[src/rtl/chdr_pkt_rr_arb.sv]
// Packet-granular round-robin arbiter: muxes NUM_PORTS CHDR AXI-Stream inputs onto one output, whole packets only.
// Optional macro CHDR_ARB_TRIM_EN trims packets to the header length field and discards any excess lines.
module chdr_pkt_rr_arb #(
    parameter int CHDR_W    = 64,
    parameter int USER_W    = 16,
    parameter int NUM_PORTS = 4,
    localparam int TID_W    = (NUM_PORTS > 1) ? $clog2(NUM_PORTS) : 1
) (
    input  logic                          clk,
    input  logic                          rst,
    input  logic [NUM_PORTS*CHDR_W-1:0]   s_axis_tdata,
    input  logic [NUM_PORTS*USER_W-1:0]   s_axis_tuser,
    input  logic [NUM_PORTS-1:0]          s_axis_tlast,
    input  logic [NUM_PORTS-1:0]          s_axis_tvalid,
    output logic [NUM_PORTS-1:0]          s_axis_tready,
    output logic [CHDR_W-1:0]             m_axis_tdata,
    output logic [USER_W-1:0]             m_axis_tuser,
    output logic [TID_W-1:0]              m_axis_tid,
    output logic                          m_axis_tlast,
    output logic                          m_axis_tvalid,
    input  logic                          m_axis_tready
);

    // Handshake: a line moves when tvalid and tready are both high on a rising clk edge.
    typedef enum logic [1:0] {
        ST_IDLE = 2'd0,
        ST_PASS = 2'd1,
        ST_DUMP = 2'd2
    } state_t;

    state_t             state_q, state_d;
    logic [TID_W-1:0]   gnt_q, gnt_d;
    logic [TID_W-1:0]   ptr_q, ptr_d;

    logic [CHDR_W-1:0]  in_data [NUM_PORTS];
    logic [USER_W-1:0]  in_user [NUM_PORTS];

    for (genvar i = 0; i < NUM_PORTS; i++) begin : g_unpack
        assign in_data[i] = s_axis_tdata[i*CHDR_W +: CHDR_W];
        assign in_user[i] = s_axis_tuser[i*USER_W +: USER_W];
    end

    logic sel_valid, sel_last, pass_hs, out_last;
    assign sel_valid = s_axis_tvalid[gnt_q];
    assign sel_last  = s_axis_tlast[gnt_q];
    assign pass_hs   = (state_q == ST_PASS) && sel_valid && m_axis_tready;

    // Round-robin search starts one past the last served port.
    logic [TID_W-1:0] cand;
    logic [TID_W-1:0] pick_idx;
    logic             pick_found;
    always_comb begin
        cand       = '0;
        pick_idx   = '0;
        pick_found = 1'b0;
        for (int k = 1; k <= NUM_PORTS; k++) begin
            cand = TID_W'((int'(ptr_q) + k) % NUM_PORTS);
            if (!pick_found && s_axis_tvalid[cand]) begin
                pick_found = 1'b1;
                pick_idx   = cand;
            end
        end
    end

`ifdef CHDR_ARB_TRIM_EN
    localparam int BPL    = CHDR_W / 8;
    localparam int BPL_SH = $clog2(BPL);

    logic [15:0] line_cnt_q, line_cnt_d;
    logic [15:0] lines_q, lines_d;
    logic [16:0] len_sum;
    logic [15:0] hdr_lines;
    logic        trim_last;

    // Header length is in bytes; a zero length still owns the header line.
    always_comb begin
        len_sum   = {1'b0, in_data[gnt_q][47:32]} + 17'(BPL - 1);
        hdr_lines = 16'(len_sum >> BPL_SH);
        if (hdr_lines == 16'd0) begin
            hdr_lines = 16'd1;
        end
        if (line_cnt_q == 16'd0) begin
            trim_last = (hdr_lines == 16'd1);
        end else begin
            trim_last = ((line_cnt_q + 16'd1) == lines_q);
        end
    end

    assign out_last = sel_last | trim_last;
`else
    assign out_last = sel_last;
`endif

    always_ff @(posedge clk) begin
        if (rst) begin
            state_q    <= ST_IDLE;
            gnt_q      <= '0;
            ptr_q      <= TID_W'(NUM_PORTS - 1);
`ifdef CHDR_ARB_TRIM_EN
            line_cnt_q <= '0;
            lines_q    <= '0;
`endif
        end else begin
            state_q    <= state_d;
            gnt_q      <= gnt_d;
            ptr_q      <= ptr_d;
`ifdef CHDR_ARB_TRIM_EN
            line_cnt_q <= line_cnt_d;
            lines_q    <= lines_d;
`endif
        end
    end

    always_comb begin
        state_d    = state_q;
        gnt_d      = gnt_q;
        ptr_d      = ptr_q;
`ifdef CHDR_ARB_TRIM_EN
        line_cnt_d = line_cnt_q;
        lines_d    = lines_q;
`endif
        case (state_q)
            ST_IDLE: begin
                if (pick_found) begin
                    gnt_d   = pick_idx;
                    state_d = ST_PASS;
`ifdef CHDR_ARB_TRIM_EN
                    line_cnt_d = '0;
`endif
                end
            end
            ST_PASS: begin
                if (pass_hs) begin
`ifdef CHDR_ARB_TRIM_EN
                    line_cnt_d = line_cnt_q + 16'd1;
                    if (line_cnt_q == 16'd0) begin
                        lines_d = hdr_lines;
                    end
`endif
                    if (sel_last) begin
                        ptr_d   = gnt_q;
                        state_d = ST_IDLE;
`ifdef CHDR_ARB_TRIM_EN
                    end else if (trim_last) begin
                        state_d = ST_DUMP;
`endif
                    end
                end
            end
`ifdef CHDR_ARB_TRIM_EN
            ST_DUMP: begin
                if (sel_valid && sel_last) begin
                    ptr_d   = gnt_q;
                    state_d = ST_IDLE;
                end
            end
`endif
            default: state_d = ST_IDLE;
        endcase
    end

    // Outputs are forced quiet while rst is high, even before state_q has returned to idle.
    always_comb begin
        m_axis_tvalid = 1'b0;
        s_axis_tready = '0;
        m_axis_tdata  = in_data[gnt_q];
        m_axis_tuser  = in_user[gnt_q];
        m_axis_tid    = gnt_q;
        m_axis_tlast  = out_last;
        if (!rst) begin
            case (state_q)
                ST_PASS: begin
                    m_axis_tvalid        = sel_valid;
                    s_axis_tready[gnt_q] = m_axis_tready;
                end
`ifdef CHDR_ARB_TRIM_EN
                ST_DUMP: begin
                    s_axis_tready[gnt_q] = 1'b1;
                end
`endif
                default: ;
            endcase
        end
    end

endmodule

[config.mk]
export PLATFORM = sky130hd
export DESIGN_NAME = chdr_pkt_rr_arb
export DESIGN_NICKNAME = d
export VERILOG_FILES = /design/src/rtl/chdr_pkt_rr_arb.sv
export SDC_FILE = /design/constraint.sdc
export NUM_CORES = 1
export LEC_CHECK = 0
export BUFFER_PORTS_ARGS = -buffer_cell sky130_fd_sc_hd__clkbuf_2
export CELL_PAD_IN_SITES_DETAIL_PLACEMENT = 2
export CELL_PAD_IN_SITES_GLOBAL_PLACEMENT = 2
export CORE_ASPECT_RATIO = 0.6
export CORE_MARGIN = 3
export CORE_UTILIZATION = 11
export DETAILED_ROUTE_END_ITERATION = 10
export PLACE_DENSITY = 0.88
export SYNTH_ARGS = -nofsm -noshare
export SYNTH_HDL_FRONTEND = slang
export SYNTH_SLANG_ARGS = --single-unit
export TNS_END_PERCENT = 100
[constraint.sdc]
create_clock -name clk -period 1.2 [get_ports clk]
set_input_delay 0.06 -clock clk [delete_from_list [all_inputs] [get_ports clk]]
set_output_delay 0.06 -clock clk [all_outputs]
set_load 0.02 [all_outputs]
==> results.yml <==
worst_setup_path:
  crit_fanout: 7
  path_cells: "buf_12 -> clkbuf_16 -> mux4_2 -> buf_6"
  cp.arrival_ns: 1.64
  reg2reg_depth: 7
  critPathMaxStageDelay_ns: 0.52
  cp-start-kind: "flop"
  worstReg2RegEnd: "ptr_q[0]"
  worstReg2RegStart: "m_axis_tid[0]"
  worstSetupPathType: "flop to output port"
  worstSetupEndpointType: "output port"
  reg2reg_setup_slack_ns: -0.50
  required_ns: 1.14
  cp_slowest_cell: "mux4_2"
cts:
  cts_tree: "built"
  clockBufferDepth: 2
  cts_sinks: 5
  cts_hold_buf: 0
  clk_pin_slew_ns: 0.03
  h-tree-depth: 1
  root_buffer: "clkbuf_16"
  numCtsBuffers: 3
  insertion_delay_ns: 0.23
worst_hold_path:
  hold_start: "rst"
  hp-class: "primary input to flop"
  min_path_cells: 2
  hold_end: "m_axis_tid[1]"
timing:
  setup_violations: 90
  worst_pin_slew_ns: 0.519
  fmax_mhz: 589
  drv_slew: 0
  clock_skew_ns: 0.00144
  hold_violations: 0
  fin_crit_sh: 1.42
  maxSlewHeadroom: 0.651
  final.setup.worst_slack_ns: -0.499
  period_needed_ns: 1.70
  tns_ns: -39.61
  rsz0062_at_grt: "yes"
grt:
  track_usage: 0.157
  grt.overflow.total: 0
  grt_pass1_wl_mm: 26.7
  grt_max_degree: 28
  grt_pass1_vias: 4112
  antenna_found_initial: 1
floorplan:
  initial_utilization: 0.114
  core_area_mm2: 0.0203
  die_y_um: 118
  die-area_mm2: 0.0228
  rows: 40
  die_w_um: 193
  pin_count: 419
synthesis:
  netlist_area_mm2: 0.00231
  synthArstFlopShare: 0
  synth_most_common_cell: "mux4_2"
  netlist_top_cells_area: "mux4_2 80%, dfxtp_1 4.3%, buf_2 2.8%, buf_6 1.5%, nand2_1 1.1%"
  synthCells: 151
  synthTopCellsByCount: "82 x mux4_2, 13 x buf_2, 7 x nand2_1, 7 x nor2_1"
  synth_top_area_cell: "mux4_2"
  yosysTopAreaCellShare: 0.800
  ys_seq_elements: 5
  ys.flop_type: "dfxtp_1"
  yosysUniqueCellTypes: 27
  synth_edf_count: 0
  yosysSeqAreaShare: 0.0434
  yosysWarnings: 0
  syn-num-nets: 482
  postSynthAreaPerCell_um2: 15.3
power_and_ir_drop:
  finalPower_mw: 3.95
  ir_drop_v: 0.000339
  p_per_area_mw_per_mm2: 688
  p_leak_nw: 2.77
final_layout:
  area_growth_pct: 149
  final_nets: 918
  fin_area_mm2: 0.00574
  num_antenna_cells: 0
  drive_gt1_frac: 0.945
  layout.cells.non_filler: 859
  nFillCells: 2294
detailed_routing:
  first_pass_iters: 4
  antenna_left: 0
  routedWlPerCell_um: 23.7
  vias_per_cell: 4.32
  finalWirelength_mm: 20.3
  drt-initial-drc-count: 183
  dr_total_vias: 3708
  drcViolationCount: 0
placed_design:
  gp_congestion: 0.864
  dp_hpwl_mm: 17.3
  dp.cells: 844
  place.port_buffers: 418
  placed_cell_area_mm2: 0.00491
run:
  cap_viol_max_count: 0
run_status:
  status: "complete, but fails checks"
  violations: "negative setup slack"
[registers in the layout (all words and copies together) (netlist names)]
| name | flops |
|---|---|
| state_q | 1 |
| m_axis_tid | 2 |
| ptr_q | 2 |
[area by class of cell]
class / count / area [um^2] / area share
Timing Repair Buffer: 452 / 3070 / 0.534
Inverter: 4 / 15.0 / 0.00261
Clock buffer: 4 / 78.8 / 0.0137
Tap cell: 273 / 342 / 0.0595
Sequential cell: 5 / 108 / 0.0187
Multi-Input combinational cell: 121 / 2130 / 0.371
[layout by cell type (no fill, tap or decap), drive strengths merged, types with 2 or more instances in the layout]
cell / n
nor3: 2
o21ai: 3
dfxtp: 5
clkbuf: 344
a21oi: 5
inv: 4
buf: 112
mux4: 82
nor2: 7
nor4: 2
nand2: 7
[cell families after synthesis]
logic type             synth area share
flip-flops                       0.0434
buffers and inverters            0.0575
AO/OA/AOI/OAI                    0.0374
multiplexers                      0.805
AND/OR/NAND/NOR                  0.0564
[timing repair]
item,CTS,global route
gates cloned,3,3
setup buffers,4,1
resized for setup,25,221
endpoints found under the setup margin,89,92
pin swaps,1,2
[worst max path at each step]
stage                              from                to  cells after the start
after floorplan           m_axis_tid[0]          ptr_q[0]                      5
after global placement    m_axis_tid[0]  m_axis_tdata[26]                      3
after detailed placement  m_axis_tid[0]          ptr_q[0]                      5
after CTS                 m_axis_tid[0]  m_axis_tdata[26]                      4
after global routing      m_axis_tid[0]          ptr_q[0]                      7
final                     m_axis_tid[0]  m_axis_tdata[61]                      4
[metrics by stage]
stage          setup slack (ns)  hold WS [ns]  utilization
5_1_grt                  -0.557         0.221        0.283
4_1_cts                  -0.511         0.193        0.258
3_3_place_gp             -0.267         0.389        0.242
6_report                 -0.499         0.201        0.283
2_1_floorplan            -0.239         0.247            -
3_5_place_dp             -0.275         0.407        0.242
[worst max-delay path: cells and delay by family, from the launching register on]
kind,cells,cell delay (ns)
buffers and inverters,3,0.48
DFF,1,0.40
muxes,1,0.52
[routing by layer]
| metal | up-vias | GRT usage | wire length (um) |
|---|---|---|---|
| li1 | 1579 | - | - |
| met1 | 1896 | 0.194 | 7650 |
| met3 | 23 | 0.0279 | 1740 |
| met4 | 2 | 0.0199 | 294 |
| met2 | 208 | 0.290 | 10600 |
| met5 | - | 0 | 12 |
[report_power, final]
group | internal, mW | switching [mW]
Sequential | 0.178 | 0.0193
Combinational | 1.79 | 1.40
Clock | 0.442 | 0.123
Total | 2.41 | 1.54
Note: power is estimated with default switching activity, not from simulation.
